--- src/rtl/muldiv_pkg.sv ---
// Shared definitions for the mult/div sequencing and HI/LO holding stage:
// FSM state encoding, operation/read selectors and default watchdog limits.
package muldiv_pkg;

  typedef enum logic [1:0] {
    ST_IDLE     = 2'd0,
    ST_RUN_MULT = 2'd1,
    ST_RUN_DIV  = 2'd2,
    ST_DONE     = 2'd3
  } state_e;

  localparam logic OP_MULT = 1'b0;
  localparam logic OP_DIV  = 1'b1;

  localparam logic RD_LO = 1'b0;
  localparam logic RD_HI = 1'b1;

  localparam int unsigned TIMEOUT_CYCLES_DEF = 64;
  localparam int unsigned CNT_W_DEF          = 7;
  localparam int unsigned DATA_W             = 32;

endpackage

--- src/rtl/muldiv_hilo_if.sv ---
// Bundle between the control unit / mult / div units and the HI/LO stage.
// master: control-unit and unit side (drives requests and unit results).
// slave : muldiv_hilo (drives unit enables, registers and status).
interface muldiv_hilo_if;
  import muldiv_pkg::*;

  logic              op_start;
  logic              op_sel;
  logic              mult_ctrl;
  logic [DATA_W-1:0] mult_hi;
  logic [DATA_W-1:0] mult_lo;
  logic              mult_stop;
  logic              div_ctrl;
  logic [DATA_W-1:0] div_hi;
  logic [DATA_W-1:0] div_lo;
  logic              div_stop;
  logic              div_zero;
  logic              mthi_we;
  logic              mtlo_we;
  logic [DATA_W-1:0] wr_data;
  logic              rd_sel;
  logic [DATA_W-1:0] rd_data;
  logic [DATA_W-1:0] HI;
  logic [DATA_W-1:0] LO;
  logic              busy;
  logic              div0_exc;
  logic              timeout_err;

  modport master (
    output op_start, op_sel, mult_hi, mult_lo, mult_stop,
           div_hi, div_lo, div_stop, div_zero,
           mthi_we, mtlo_we, wr_data, rd_sel,
    input  mult_ctrl, div_ctrl, rd_data, HI, LO, busy, div0_exc, timeout_err
  );

  modport slave (
    input  op_start, op_sel, mult_hi, mult_lo, mult_stop,
           div_hi, div_lo, div_stop, div_zero,
           mthi_we, mtlo_we, wr_data, rd_sel,
    output mult_ctrl, div_ctrl, rd_data, HI, LO, busy, div0_exc, timeout_err
  );

endinterface

--- src/rtl/op_watchdog.sv ---
// Cycle watchdog for a running operation.
// Ports: clk, reset (sync, active-high), clear (zero the count),
//        enable (count this cycle), expired (registered, high once the
//        count has reached TIMEOUT_CYCLES).
module op_watchdog #(
  parameter int unsigned TIMEOUT_CYCLES = 64,
  parameter int unsigned CNT_W          = 7
) (
  input  logic clk,
  input  logic reset,
  input  logic clear,
  input  logic enable,
  output logic expired
);

  logic [CNT_W-1:0] cnt_q;
  logic             expired_q;

  // expired is asserted on the same edge the count reaches the limit
  always_ff @(posedge clk) begin
    if (reset || clear) begin
      cnt_q     <= '0;
      expired_q <= 1'b0;
    end else if (enable) begin
      cnt_q     <= cnt_q + CNT_W'(1);
      expired_q <= ((cnt_q + CNT_W'(1)) == CNT_W'(TIMEOUT_CYCLES));
    end else begin
      expired_q <= 1'b0;
    end
  end

  assign expired = expired_q;

endmodule

--- src/rtl/muldiv_hilo.sv ---
// Sequences one mult/div operation at a time and holds the architectural
// HI/LO registers.
// Ports: clk, reset (sync, active-high), bus (muldiv_hilo_if.slave):
//   op_start/op_sel launch, *_ctrl level enables to the units, *_stop/*_hi/
//   *_lo unit results, mthi/mtlo writes, rd_sel/rd_data read mux, busy,
//   div0_exc and timeout_err one-cycle pulses during DONE.
module muldiv_hilo
  import muldiv_pkg::*;
#(
  parameter int unsigned TIMEOUT_CYCLES = TIMEOUT_CYCLES_DEF,
  parameter int unsigned CNT_W          = CNT_W_DEF
) (
  input logic           clk,
  input logic           reset,
  muldiv_hilo_if.slave  bus
);

  state_e            state_q;
  logic [DATA_W-1:0] hi_q;
  logic [DATA_W-1:0] lo_q;
  logic              mult_ctrl_q;
  logic              div_ctrl_q;
  logic              busy_q;
  logic              div0_q;
  logic              tmo_q;
  logic              wd_expired;

  op_watchdog #(
    .TIMEOUT_CYCLES (TIMEOUT_CYCLES),
    .CNT_W          (CNT_W)
  ) u_watchdog (
    .clk     (clk),
    .reset   (reset),
    .clear   (state_q == ST_IDLE),
    .enable  ((state_q == ST_RUN_MULT) || (state_q == ST_RUN_DIV)),
    .expired (wd_expired)
  );

  // FSM, unit enables, status pulses and HI/LO registers
  always_ff @(posedge clk) begin
    if (reset) begin
      state_q     <= ST_IDLE;
      hi_q        <= '0;
      lo_q        <= '0;
      mult_ctrl_q <= 1'b0;
      div_ctrl_q  <= 1'b0;
      busy_q      <= 1'b0;
      div0_q      <= 1'b0;
      tmo_q       <= 1'b0;
    end else begin
      div0_q <= 1'b0;
      tmo_q  <= 1'b0;
      unique case (state_q)
        ST_IDLE: begin
          // a write in the launch cycle lands first; the result overwrites it
          if (bus.mthi_we) hi_q <= bus.wr_data;
          if (bus.mtlo_we) lo_q <= bus.wr_data;
          if (bus.op_start) begin
            state_q     <= (bus.op_sel == OP_DIV) ? ST_RUN_DIV : ST_RUN_MULT;
            mult_ctrl_q <= (bus.op_sel != OP_DIV);
            div_ctrl_q  <= (bus.op_sel == OP_DIV);
            busy_q      <= 1'b1;
          end
        end
        ST_RUN_MULT: begin
          if (bus.mult_stop) begin
            hi_q        <= bus.mult_hi;
            lo_q        <= bus.mult_lo;
            state_q     <= ST_DONE;
            mult_ctrl_q <= 1'b0;
          end else if (wd_expired) begin
            tmo_q       <= 1'b1;
            state_q     <= ST_DONE;
            mult_ctrl_q <= 1'b0;
          end
        end
        ST_RUN_DIV: begin
          if (bus.div_stop) begin
            if (bus.div_zero) begin
              div0_q <= 1'b1;
            end else begin
              hi_q <= bus.div_hi;
              lo_q <= bus.div_lo;
            end
            state_q    <= ST_DONE;
            div_ctrl_q <= 1'b0;
          end else if (wd_expired) begin
            tmo_q      <= 1'b1;
            state_q    <= ST_DONE;
            div_ctrl_q <= 1'b0;
          end
        end
        ST_DONE: begin
          // one guaranteed low cycle on ctrl so the unit reinitialises
          state_q <= ST_IDLE;
          busy_q  <= 1'b0;
        end
        default: begin
          state_q     <= ST_IDLE;
          mult_ctrl_q <= 1'b0;
          div_ctrl_q  <= 1'b0;
          busy_q      <= 1'b0;
        end
      endcase
    end
  end

  assign bus.mult_ctrl   = mult_ctrl_q;
  assign bus.div_ctrl    = div_ctrl_q;
  assign bus.HI          = hi_q;
  assign bus.LO          = lo_q;
  assign bus.busy        = busy_q;
  assign bus.div0_exc    = div0_q;
  assign bus.timeout_err = tmo_q;
  assign bus.rd_data     = (bus.rd_sel == RD_HI) ? hi_q : lo_q;

endmodule

--- src/flat_wrapper.sv ---
// flat-port wrapper written by rule: the top's interface ports become plain ports
module muldiv_hilo_flat import muldiv_pkg::*;
#(
  parameter int unsigned TIMEOUT_CYCLES = TIMEOUT_CYCLES_DEF,
  parameter int unsigned CNT_W          = CNT_W_DEF
)
  (clk, reset, bus_op_start, bus_op_sel, bus_mult_hi, bus_mult_lo, bus_mult_stop, bus_div_hi, bus_div_lo, bus_div_stop, bus_div_zero, bus_mthi_we, bus_mtlo_we, bus_wr_data, bus_rd_sel, bus_mult_ctrl, bus_div_ctrl, bus_rd_data, bus_HI, bus_LO, bus_busy, bus_div0_exc, bus_timeout_err);
  muldiv_hilo_if bus_i ();
  input logic clk;
  input logic reset;
  input wire logic [$bits(bus_i.op_start)-1:0] bus_op_start;
  input wire logic [$bits(bus_i.op_sel)-1:0] bus_op_sel;
  input wire logic [$bits(bus_i.mult_hi)-1:0] bus_mult_hi;
  input wire logic [$bits(bus_i.mult_lo)-1:0] bus_mult_lo;
  input wire logic [$bits(bus_i.mult_stop)-1:0] bus_mult_stop;
  input wire logic [$bits(bus_i.div_hi)-1:0] bus_div_hi;
  input wire logic [$bits(bus_i.div_lo)-1:0] bus_div_lo;
  input wire logic [$bits(bus_i.div_stop)-1:0] bus_div_stop;
  input wire logic [$bits(bus_i.div_zero)-1:0] bus_div_zero;
  input wire logic [$bits(bus_i.mthi_we)-1:0] bus_mthi_we;
  input wire logic [$bits(bus_i.mtlo_we)-1:0] bus_mtlo_we;
  input wire logic [$bits(bus_i.wr_data)-1:0] bus_wr_data;
  input wire logic [$bits(bus_i.rd_sel)-1:0] bus_rd_sel;
  output wire logic [$bits(bus_i.mult_ctrl)-1:0] bus_mult_ctrl;
  output wire logic [$bits(bus_i.div_ctrl)-1:0] bus_div_ctrl;
  output wire logic [$bits(bus_i.rd_data)-1:0] bus_rd_data;
  output wire logic [$bits(bus_i.HI)-1:0] bus_HI;
  output wire logic [$bits(bus_i.LO)-1:0] bus_LO;
  output wire logic [$bits(bus_i.busy)-1:0] bus_busy;
  output wire logic [$bits(bus_i.div0_exc)-1:0] bus_div0_exc;
  output wire logic [$bits(bus_i.timeout_err)-1:0] bus_timeout_err;
  assign bus_i.op_start = bus_op_start;
  assign bus_i.op_sel = bus_op_sel;
  assign bus_i.mult_hi = bus_mult_hi;
  assign bus_i.mult_lo = bus_mult_lo;
  assign bus_i.mult_stop = bus_mult_stop;
  assign bus_i.div_hi = bus_div_hi;
  assign bus_i.div_lo = bus_div_lo;
  assign bus_i.div_stop = bus_div_stop;
  assign bus_i.div_zero = bus_div_zero;
  assign bus_i.mthi_we = bus_mthi_we;
  assign bus_i.mtlo_we = bus_mtlo_we;
  assign bus_i.wr_data = bus_wr_data;
  assign bus_i.rd_sel = bus_rd_sel;
  assign bus_mult_ctrl = bus_i.mult_ctrl;
  assign bus_div_ctrl = bus_i.div_ctrl;
  assign bus_rd_data = bus_i.rd_data;
  assign bus_HI = bus_i.HI;
  assign bus_LO = bus_i.LO;
  assign bus_busy = bus_i.busy;
  assign bus_div0_exc = bus_i.div0_exc;
  assign bus_timeout_err = bus_i.timeout_err;
  muldiv_hilo #(.TIMEOUT_CYCLES(TIMEOUT_CYCLES), .CNT_W(CNT_W)) u_core (.clk(clk), .reset(reset), .bus(bus_i));
endmodule
--- config.mk ---
export PLATFORM = sky130hd
export DESIGN_NAME = muldiv_hilo_flat
export DESIGN_NICKNAME = d
export VERILOG_FILES = /design/src/rtl/muldiv_pkg.sv /design/src/rtl/muldiv_hilo_if.sv /design/src/rtl/op_watchdog.sv /design/src/rtl/muldiv_hilo.sv /design/src/flat_wrapper.sv
export SDC_FILE = /design/constraint.sdc
export NUM_CORES = 1
export LEC_CHECK = 0
export ABC_AREA = 1
export BUFFER_PORTS_ARGS = -buffer_cell sky130_fd_sc_hd__buf_2
export CORE_MARGIN = 2
export CORE_UTILIZATION = 30
export CTS_CLUSTER_SIZE = 25
export DETAILED_ROUTE_END_ITERATION = 8
export MAX_ROUTING_LAYER = met4
export SLEW_MARGIN = 40
export SYNTH_ARGS = -nofsm -noshare
export SYNTH_HDL_FRONTEND = slang
export SYNTH_SLANG_ARGS = --single-unit
--- constraint.sdc ---
create_clock -name clk -period 1.7 [get_ports clk]
set_input_delay 0.51 -clock clk [delete_from_list [all_inputs] [get_ports clk]]
set_output_delay 0.51 -clock clk [all_outputs]
set_load 0.01 [all_outputs]
Yosys cells after proc, flatten, opt, wreduce, memory -nomap -nowiden

Cells that the tools add are included.

Output and inout bits: 101
Register bits: 79

Bitwise operators: 4
Equality and inequality tests: 12
Reductions and logical operators: 14
Mux-type cells: 31
Add/sub/neg operators: 1

Operators with widths:

| kind                  | count |
|---|---|
| $mux W32              | 9 |
| $pmux W32 S3          | 2 |
| $ne A2 B2 Y1 const B  | 6 |
| $mux W1               | 10 |
| $mux W2               | 5 |
| $reduce_and A5 Y1     | 2 |
| $pmux W1 S2           | 4 |
| $pmux W2 S4           | 1 |
| $add A7 B1 Y7 const B | 1 |
| $eq A7 B7 Y1 const B  | 1 |
| $ne A3 B3 Y1 const B  | 2 |
| $reduce_and A3 Y1     | 2 |
| $reduce_bool A2 Y1    | 3 |
| $eq A2 B2 Y1 const B  | 2 |
| $not A1 Y1            | 4 |
| $reduce_bool A3 Y1    | 1 |
| $reduce_or A3 Y1      | 1 |
| $eq A2 B1 Y1 const B  | 1 |
| $logic_not A2 Y1      | 1 |
| $logic_or A1 B1 Y1    | 2 |
| $reduce_and A2 Y1     | 1 |
| $reduce_or A2 Y1      | 1 |

Longest topological paths before layout

Gate-level depths: netlist of run 1.

Word-level depth: 4
Depth in mapped cells: 11
Gate-level depth less buffers: 9

By module

A second synthesis of run 1 with hierarchy kept.

Cells, all modules: 993
Area total of the unflattened synthesis: 5296.3 um^2

Modules (own cells, without submodules):

| module      | area each (um^2) | cells an instance | instances |
|---|---|---|---|
| muldiv_hilo | 4858.4           | 924               | 1 |
| op_watchdog | 437.9            | 69                | 1 |

Least setup slack after synthesis of run 1

Ideal clock, no wire load.

Path kind: in2out
From: input port bus_rd_sel
To: output port bus_rd_data[10]
Data required time: 1.190 ns
Slack: -0.036 ns
Cell stages on the path: 4
Arrival time: 1.226 ns
Cell sequence: clkbuf_1 -> clkbuf_1 -> nand2_1 -> o21ai_0

Cells in the longest elaborated chain, start to end: 1

RTL lines:

| what               | RTL line           | RTL |
|---|---|---|
| start: declaration | flat_wrapper.sv:23 | `input wire logic [$bits(bus_i.rd_sel)-1:0] bus_rd_sel;` |
| $mux W32           | muldiv_hilo.sv:115 | `assign bus.rd_data = (bus.rd_sel == RD_HI) ? hi_q : lo_q;` |
| end: declaration   | flat_wrapper.sv:26 | `output wire logic [$bits(bus_i.rd_data)-1:0] bus_rd_data;` |

Every way passes these cells.

Worst setup path after layout of run 1

From: input port bus_rd_sel
To: output port bus_rd_data[26]

Same word-level chain as after synthesis.

==> results.sh, run 1 <==
export IMPL_maxCapViolCount=0
export IMPL_power_switching_mw=5.62
export IMPL_die_height_um=137
export IMPL_ys_ff_latch=79
export IMPL_synth_edf_count=0
export IMPL_cp_top_family="buffers and inverters"
export IMPL_combPwrFrac_pct=58.1
export IMPL_pin_count=271
export IMPL_grt_pass1_vias=5722
export IMPL_powerDensity_mw_per_mm2=1640
export IMPL_cp_slowest_cell="clkbuf_16"
export IMPL_ir_drop_mv=0.951
export IMPL_status="complete, no violations"
export IMPL_numClockSinks=79
export IMPL_antenna_left=0
export IMPL_grt_max_degree=71
export IMPL_numPortBuffers=270
export IMPL_max_freq_mhz=588
export IMPL_worst_path_largest_cell_delay_ps=190
export IMPL_cts_hold_buf=0
export IMPL_fin_area_mm2=0.00730
export IMPL_path_clk_slew_ps=60
export IMPL_drive_gt1_share_pct=25.9
export IMPL_drt_total_wl_um=18800
export IMPL_yosysTopAreaCellShare_pct=38.3
export IMPL_dpl_cell_area_mm2=0.00688
export IMPL_synth_yosys_seq_area_share_pct=29.7
export IMPL_cts_setup_buffers=0
export IMPL_vias=6379
export IMPL_synth_area_mm2=0.00532
export IMPL_avgSynthCellArea_um2=5.41
export IMPL_nets=1407
export IMPL_post_route_period_util_pct=100
export IMPL_synth_area_leaders="nand2_1 (38%), dfxtp_1 (30%), nor2_1 (10%)"
export IMPL_rows=48
export IMPL_seq_power_share_pct=25.9
export IMPL_postSynthCellCount=984
export IMPL_endpoint_kind="output pin"
export IMPL_tightest_slew_ps=333
export IMPL_cts_path_max_buffers=2
export IMPL_antenna_found_initial=0
export IMPL_crit_fanout=19
export IMPL_cp_cell_sequence="buf_8 -> clkbuf_16 -> o21ai_1 -> buf_2"
export IMPL_num_antenna_cells=0
export IMPL_power_share_clock_pct=16.1
export IMPL_setup_tns_ps=0
export IMPL_crit_buf_inv=3
export IMPL_critPathLaunchType="input pin"
export IMPL_start_util_pct=30.8
export IMPL_first_iter_violations=318
export IMPL_worstPathRequired_ps=1190
export IMPL_area_delta_synth_final_pct=37.2
export IMPL_remaining_drc_errors=0
export IMPL_ys_types=28
export IMPL_htree_levels=3
export IMPL_arrival_ps=1190
export IMPL_hold_viol_final=0
export IMPL_die_area_mm2=0.0188
export IMPL_syn_nets=1159
export IMPL_p_leak_nw=4.32
export IMPL_gp_congestion=0.898
export IMPL_numCtsBuffers=9
export IMPL_internal_power_mw=6.34
export IMPL_switching_share_pct=47.0
export IMPL_max_slew_margin_pct=77.8
export IMPL_track_usage_pct=19.3
export IMPL_layout_common_cells="nand2_1 (543), buf_2 (269), nor2_1 (142), inv_1 (82), dfxtp_1 (79)"
export IMPL_grt_overflow=0
export IMPL_synth_main_ff_cell="dfxtp_1"
export IMPL_yosys_warnings=0
export IMPL_grt_pass1_wl_um=27500
export IMPL_skew_ps=6.36
export IMPL_dp_hpwl_um=13600
export IMPL_routedWlPerCell_um=12.9
export IMPL_utilization_pct=42.2
export IMPL_critPathKind="input pin to output pin"
export IMPL_clockRootBuffer="clkbuf_16"
export IMPL_first_pass_iters=4
export IMPL_finalSetupViolCount=0
export IMPL_die_width_um=137
export IMPL_period_needed_ps=1700
export IMPL_rsz0062_at_grt="true"
export IMPL_final_common_cell="nand2_1"
export IMPL_holdWs_ps=391
export IMPL_insertion_delay_ps=340
export IMPL_ys_async_sr_fraction_pct=0
export IMPL_post_synth_top_area_cell="nand2_1"
export IMPL_cts_tree="done"
export IMPL_worstHoldPathType="input pin to flip-flop"
export IMPL_vias_per_cell=4.37
export IMPL_coreArea_mm2=0.0173
export IMPL_slew_viol_final=0
layout make-up:
cell class,count,area [um2]
multi-input combinational,764,3090
clock buffer,12,246
inverter,87,330
fill,1957,10000
timing repair buffer,291,1720
sequential,79,1580
clock inverter,3,43.8
tap,225,282
flip-flops by register name, summed over array words and instances, names as in the netlist:
name                       count
u_core.bus.mult_ctrl           1
u_core.bus.HI                 32
u_core.u_watchdog.expired      1
u_core.bus.LO                 32
u_core.bus.div0_exc            1
u_core.bus.div_ctrl            1
u_core.bus.busy                1
u_core.state_q                 2
u_core.u_watchdog.cnt_q        7
u_core.bus.timeout_err         1
worst register-to-register path, stage by stage (launching register included):
cell	delay [ps]
dfxtp_1	330
inv_1	150
ha_2	310
buf_12	220
nand2_1	140
nand2_1	120
nand2_1	70
nand2_1	70
nor2_1	40
nor2_1	90
power groups by stage:
stage / combinational [mW] / clock, mW / sequential (mW)
after detailed placement: 6.89 / 0 / 3.12
final: 6.95 / 1.92 / 3.09
after floorplan: 4.37 / 0 / 3.32
after global routing: 7.95 / 2.07 / 3.18
after global placement: 6.89 / 0 / 3.11
after CTS: 6.92 / 2.01 / 3.09
Yosys cell counts (2+ instances only):
cell type,instances
nand4_1,2
ha_1,5
or2_4,2
buf_6,14
nor2_1,142
buf_4,3
dfxtp_1,79
inv_2,2
inv_1,84
buf_1,4
nand3_1,8
nand3_4,2
nand2_1,543
clkbuf_1,17
o21ai_0,38
a21oi_1,12
buf_2,16
per-layer routing:
metal	wire (um)	vias up	GRT usage, %
met4	229	0	5.73
met5	0	-	-
met3	1300	17	2.74
met1	8640	2706	23.4
li1	-	3402	-
met2	8660	254	33.1
metrics by stage:
step / total power [mW] / setup WS, ps / instances
floorplan: 7.69 / -36.2 / 984
global placement: 10.0 / -16.7 / 1443
detailed placement: 10.0 / -22.6 / 1443
CTS: 12.0 / 4.54 / 1458
global route: 13.2 / -21.7 / 1461
finish: 12.0 / 0.539 / 1461
path summary, 6_finish.rpt:
kind                                                   startpoint                                 to  slack [ps]  cells after the start
worst max-delay path                                   bus_rd_sel                    bus_rd_data[26]         0.5                      4
worst min-delay path                                        reset     u_core.bus.div0_exc$_SDFF_PP0_         390                      2
worst max register to register     u_core.state_q[0]$_SDFFE_PP0P_     u_core.bus.LO[29]$_SDFFE_PP0P_         100                      9
worst min register to register  u_core.bus.mult_ctrl$_SDFFE_PP0P_  u_core.bus.mult_ctrl$_SDFFE_PP0P_         490                      2
kinds of logic after synthesis:
logic type | Yosys count | share of synthesized area, %
xor+xnor | 1 | 0.165
fa+ha+maj | 5 | 1.18
flops | 79 | 29.7
compound gates | 55 | 5.55
buf+inv | 141 | 12.5
simple gates | 703 | 50.9
timing repair:
action / CTS / global route
setup endpoints to repair: 11 / 82
gates resized for setup: 2 / 21
cloned: 0 / 3
hold endpoints to repair: 0 / 0
Power figures use the tool's default switching activity.
==> run 2: changes to the inputs <==
--- a/config.mk
+++ b/config.mk
@@ -7,11 +7,15 @@
 export LEC_CHECK = 0
 export ABC_AREA = 1
 export BUFFER_PORTS_ARGS = -buffer_cell sky130_fd_sc_hd__buf_2
+export CELL_PAD_IN_SITES_DETAIL_PLACEMENT = 0
+export CELL_PAD_IN_SITES_GLOBAL_PLACEMENT = 1
+export CORE_ASPECT_RATIO = 0.75
 export CORE_MARGIN = 2
-export CORE_UTILIZATION = 30
+export CORE_UTILIZATION = 29
 export CTS_CLUSTER_SIZE = 25
 export DETAILED_ROUTE_END_ITERATION = 8
 export MAX_ROUTING_LAYER = met4
+export PLACE_DENSITY_LB_ADDON = 0.1
 export SLEW_MARGIN = 40
 export SYNTH_ARGS = -nofsm -noshare
 export SYNTH_HDL_FRONTEND = slang
==> results.sh, run 2 (same netlist as run 1, synthesis figures left out) <==
export IMPL_rr_startpoint="u_core.state_q[0]$_SDFFE_PP0P_"
export IMPL_dp_hpwl_um=14300
export IMPL_critPathKind="input pin to output pin"
export IMPL_htree_levels=3
export IMPL_holdPathEnd="u_core.bus.div0_exc$_SDFF_PP0_"
export IMPL_gp_congestion=0.781
export IMPL_first_pass_iters=4
export IMPL_worst_path_largest_cell_delay_ps=160
export IMPL_antenna_found_initial=3
export IMPL_cp_cell_sequence="buf_8 -> buf_12 -> o21ai_0 -> buf_2"
export IMPL_antenna_left=0
export IMPL_grt_overflow=0
export IMPL_cts_path_max_buffers=2
export IMPL_routedWlPerCell_um=13.6
export IMPL_worstHoldPathType="input pin to flip-flop"
export IMPL_hp_start="reset"
export IMPL_grtUsageMet2_pct=31.8
export IMPL_numClockSinks=79
export IMPL_vias_per_cell=4.19
export IMPL_powerDensity_mw_per_mm2=1660
export IMPL_start_util_pct=29.9
export IMPL_worstPathRequired_ps=1190
export IMPL_die_width_um=160
export IMPL_vias=6230
export IMPL_combPwrFrac_pct=58.9
export IMPL_skew_ps=9.69
export IMPL_numCtsBuffers=9
export IMPL_endpoint_kind="output pin"
export IMPL_maxCapViolCount=0
export IMPL_cp_slowest_cell="buf_12"
export IMPL_coreArea_mm2=0.0178
export IMPL_tightest_slew_ps=334
export IMPL_rows=42
export IMPL_met3_usage_pct=4.55
export IMPL_p_leak_nw=4.35
export IMPL_die_area_mm2=0.0195
export IMPL_area_delta_synth_final_pct=38.8
export IMPL_slew_viol_final=0
export IMPL_ir_drop_mv=0.733
export IMPL_holdWs_ps=389
export IMPL_power_share_clock_pct=15.9
export IMPL_status="complete, no violations"
export IMPL_arrival_ps=1120
export IMPL_pin_count=271
export IMPL_r2r_end="u_core.bus.HI[10]$_SDFFE_PP0P_"
export IMPL_remaining_drc_errors=0
export IMPL_grt_pass1_wl_um=30500
export IMPL_grt_max_degree=71
export IMPL_grt_pass1_vias=5888
export IMPL_crit_fanout=28
export IMPL_final_common_cell="nand2_1"
export IMPL_internal_power_mw=6.43
export IMPL_switching_share_pct=47.5
export IMPL_insertion_delay_ps=350
export IMPL_path_clk_slew_ps=70
export IMPL_hold_viol_final=0
export IMPL_numPortBuffers=270
export IMPL_finalSetupViolCount=0
export IMPL_layout_common_cells="nand2_1 (543), buf_2 (269), nor2_1 (142), inv_1 (82), dfxtp_1 (79)"
export IMPL_top_usage_layer="met2"
export IMPL_power_switching_mw=5.83
export IMPL_max_slew_margin_pct=77.7
export IMPL_clockRootBuffer="clkbuf_16"
export IMPL_worstRegToRegCells=9
export IMPL_cts_tree="done"
export IMPL_die_height_um=121
export IMPL_drive_gt1_share_pct=26.5
export IMPL_first_iter_violations=338
export IMPL_nets=1414
export IMPL_crit_buf_inv=3
export IMPL_period_needed_ps=1630
export IMPL_critPathLaunchType="input pin"
export IMPL_drt_total_wl_um=20200
export IMPL_rsz0062_at_grt="false"
export IMPL_utilization_pct=41.4
export IMPL_ff2ff_setup_slack_ps=140
export IMPL_min_path_cells=2
export IMPL_post_route_period_util_pct=95.9
export IMPL_max_freq_mhz=614
export IMPL_cp_top_family="buffers and inverters"
export IMPL_globalRouteMet1Util_pct=26.9
export IMPL_seq_power_share_pct=25.3
export IMPL_track_usage_pct=20.3
run 2: power by group through the flow:
| stage | combinational [mW] | sequential [mW] | clock [mW] |
|---|---|---|---|
| 3_5_place_dp | 7.02 | 3.12 | 0 |
| 3_3_place_gp | 7.06 | 3.14 | 0 |
| 5_1_grt | 8.24 | 3.19 | 2.07 |
| 6_report | 7.22 | 3.10 | 1.94 |
| 4_1_cts | 7.07 | 3.10 | 2.01 |
| 2_1_floorplan | 4.37 | 3.32 | 0 |
run 2: worst max path at each step:
stage                from         endpoint  slack, ps  cells past startpoint
2_1_floorplan  bus_rd_sel  bus_rd_data[10]        -40                      4
3_3_place_gp   bus_rd_sel   bus_rd_data[9]         70                      4
3_5_place_dp   bus_rd_sel  bus_rd_data[28]         50                      4
4_1_cts        bus_rd_sel  bus_rd_data[28]         40                      4
5_1_grt        bus_rd_sel   bus_rd_data[7]          5                      4
6_report       bus_rd_sel  bus_rd_data[17]         70                      4
run 2: worst reg2reg max path, stage by stage, from the launching register on:
cell	delay [ps]
dfxtp_1	310
inv_1	140
ha_2	290
buf_4	270
nand2_1	80
nand2_1	130
nand2_1	70
nand2_1	70
nor2_1	50
nor2_1	90
run 2: cell type report:
class                   instances  area (um2)
diodes                          3        7.51
well taps                     242         303
flip-flops and latches         79        1580
fillers                      2045       10400
clock buffers                   9         225
clock inverters                 6        62.6
multi-input cells             764        3100
repair buffers                298        1770
inverters                      87         330
run 2: per-stage QoR:
step | setup TNS [ps] | std cells | power [mW] | setup WS [ps] | instance area (um2)
floorplan | -1090 | 984 | 7.69 | -36.2 | 5320
global placement | 0 | 1465 | 10.2 | 67.2 | 6950
detailed placement | 0 | 1465 | 10.1 | 49.5 | 6950
CTS | 0 | 1480 | 12.2 | 43.2 | 7240
global route | 0 | 1488 | 13.5 | 4.94 | 7380
finish | 0 | 1488 | 12.3 | 70.1 | 7380
run 2: metal layers:
layer	share of wire [%]	vias up	wire length, um
li1	-	3422	-
met1	50	2632	10100
met2	44	163	8860
met3	5.3	13	1070
met4	0.97	0	196
met5	0	-	0
run 2: what timing repair did:
| item | CTS | global route |
|---|---|---|
| resized for setup | 0 | 14 |
| hold buffers | 0 | 0 |
| endpoints found under the setup margin | 0 | 56 |
| setup buffers | 0 | 0 |
==> run 3: changes to the inputs <==
--- a/config.mk
+++ b/config.mk
@@ -19,4 +19,5 @@
 export SLEW_MARGIN = 40
 export SYNTH_ARGS = -nofsm -noshare
 export SYNTH_HDL_FRONTEND = slang
+export SYNTH_HIERARCHICAL = 1
 export SYNTH_SLANG_ARGS = --single-unit
==> results.sh, run 3 <==
export IMPL_cp_cell_sequence="buf_6 -> clkbuf_16 -> o21ai_0 -> buf_2"
export IMPL_p_leak_nw=4.37
export IMPL_yosysTopAreaCellShare_pct=38.7
export IMPL_route_met2_wl_um=8470
export IMPL_critPathKind="input pin to output pin"
export IMPL_syn_nets=1171
export IMPL_dp_hpwl_um=14200
export IMPL_drt_met1_wl_um=9560
export IMPL_hold_viol_final=0
export IMPL_insertion_delay_ps=350
export IMPL_worst_path_largest_cell_delay_ps=190
export IMPL_die_width_um=160
export IMPL_synth_yosys_seq_area_share_pct=29.9
export IMPL_start_util_pct=29.8
export IMPL_first_iter_violations=306
export IMPL_setup_slack_ps=12.0
export IMPL_layout_common_cells="nand2_1 (546), buf_2 (269), nor2_1 (142), inv_1 (87), dfxtp_1 (78)"
export IMPL_post_synth_top_area_cell="nand2_1"
export IMPL_routedWlPerCell_um=13.0
export IMPL_yosysMostFrequentCell="nand2_1"
export IMPL_die_area_mm2=0.0194
export IMPL_yosys_top_cells_count="nand2_1 (546), nor2_1 (143), inv_1 (89)"
export IMPL_cts_setup_buffers=0
export IMPL_post_route_period_util_pct=99.3
export IMPL_routed_wl_met3_um=1270
export IMPL_cp_slowest_cell="o21ai_0"
export IMPL_tightest_slew_ps=362
export IMPL_highest_layer="met4"
export IMPL_worstPathRequired_ps=1190
export IMPL_avgSynthCellArea_um2=5.33
export IMPL_cts_hold_buf=0
export IMPL_antenna_left=0
export IMPL_vias_per_cell=4.27
export IMPL_gp_congestion=0.799
export IMPL_setup_tns_ps=0
export IMPL_crit_fanout=10
export IMPL_synth_area_leaders="nand2_1 (39%), dfxtp_1 (30%), nor2_1 (10%)"
export IMPL_worstHoldPathType="input pin to flip-flop"
export IMPL_rsz0062_at_grt="false"
export IMPL_max_freq_mhz=592
export IMPL_nets=1426
export IMPL_grt_max_degree=70
export IMPL_critPathLaunchType="input pin"
export IMPL_pin_count=271
export IMPL_numCtsBuffers=9
export IMPL_ir_drop_mv=0.842
export IMPL_ys_types=26
export IMPL_coreArea_mm2=0.0178
export IMPL_cts_path_max_buffers=2
export IMPL_ys_ff_latch=79
export IMPL_finalSetupViolCount=0
export IMPL_endpoint_kind="output pin"
export IMPL_maxCapViolCount=0
export IMPL_area_delta_synth_final_pct=40.3
export IMPL_drt_total_wl_um=19500
export IMPL_clockRootBuffer="clkbuf_16"
export IMPL_track_usage_pct=19.7
export IMPL_die_height_um=121
export IMPL_crit_buf_inv=3
export IMPL_synth_main_ff_cell="dfxtp_1"
export IMPL_drive_gt1_share_pct=25.9
export IMPL_grt_overflow=0
export IMPL_postSynthCellCount=993
export IMPL_max_slew_margin_pct=75.9
export IMPL_arrival_ps=1180
export IMPL_rows=42
export IMPL_numClockSinks=79
export IMPL_numPortBuffers=270
export IMPL_powerDensity_mw_per_mm2=1620
export IMPL_slew_viol_final=0
export IMPL_status="complete, no violations"
export IMPL_remaining_drc_errors=0
export IMPL_htree_levels=3
export IMPL_yosys_warnings=6
export IMPL_first_pass_iters=4
export IMPL_cts_tree="done"
export IMPL_vias=6377
export IMPL_path_clk_slew_ps=70
export IMPL_num_antenna_cells=0
export IMPL_cp_top_family="buffers and inverters"
export IMPL_final_common_cell="nand2_1"
export IMPL_skew_ps=11.2
export IMPL_dp_slack_ps=14.7
export IMPL_antenna_found_initial=0
export IMPL_grt_pass1_wl_um=29700
export IMPL_synth_edf_count=0
export IMPL_synth_area_mm2=0.00530
export IMPL_ys_async_sr_fraction_pct=0
export IMPL_grt_pass1_vias=5825
export IMPL_period_needed_ps=1690
## run 3: cell types whose count changed in the layout (fill, tap and decap cells not counted), sizes merged, moves of 2 or more
cell | previous run | this run
diode | 3 | 0
inv | 86 | 91
clkbuf | 12 | 14
o21ai | 39 | 43
clkinv | 2 | 0
nand2 | 543 | 546
a21oi | 12 | 10
buf | 295 | 293
or2 | 3 | 1
ha | 5 | 8
nor3 | 1 | 3
## run 3: layout make-up
cell class | count | area (um2)
Sequential cell | 79 | 1580
Multi-Input combinational cell | 772 | 3140
Tap cell | 242 | 303
Clock buffer | 12 | 256
Inverter | 91 | 342
Timing Repair Buffer | 295 | 1770
Fill cell | 2054 | 10300
Clock inverter | 4 | 30.0
## run 3: layer usage
metal,global-route usage [%],up-vias
met4,4.17,0
met1,26.2,2723
met2,30.7,192
li1,-,3449
met5,-,-
met3,4.55,13
## run 3: cells by family (layout without fill, tap and decap cells)
group | Yosys count | after routing | share of synthesized area (%)
AO/OA/AOI/OAI | 54 | 54 | 5.22
XOR/XNOR | 1 | 1 | 0.165
adder cells (fa/ha/maj) | 8 | 8 | 1.89
buffers and inverters | 142 | 402 | 11.4
flip-flops | 79 | 79 | 29.9
AND/OR/NAND/NOR | 709 | 709 | 51.5
## run 3: what timing repair did
action / in CTS / in global routing
hold endpoints to repair: 0 / 0
setup endpoints to repair: 0 / 40
gates resized for setup: 0 / 19
## run 3: final timing paths
kind,from,end,slack (ps),cells past startpoint
hold reg to reg,u_core/bus.div_ctrl$_SDFFE_PP0P_,u_core/bus.div_ctrl$_SDFFE_PP0P_,490,2
hold / removal,reset,u_core/bus.busy$_SDFFE_PP0P_,380,2
setup reg to reg,u_core/state_q[1]$_SDFFE_PP0P_,u_core/bus.LO[14]$_SDFFE_PP0P_,140,8
setup / recovery,bus_rd_sel,bus_rd_data[2],10,4
## run 3: through the flow
stage,cell area (um2),util [%],total power [mW],std cells,hold slack [ps]
2_1_floorplan,5300,-,7.42,993,469
3_3_place_gp,7050,39.7,10.2,1476,469
3_5_place_dp,7050,39.7,10.2,1476,477
4_1_cts,7330,41.3,12.1,1492,373
5_1_grt,7430,41.8,13.3,1495,375
6_report,7430,41.8,12.1,1495,379
## run 3: power by group
part	total, mW	internal, mW	switching, mW
clock network	1.88	1.07	0.808
logic	7.13	2.78	4.35
registers	3.06	2.56	0.500
total	12.1	6.40	5.66
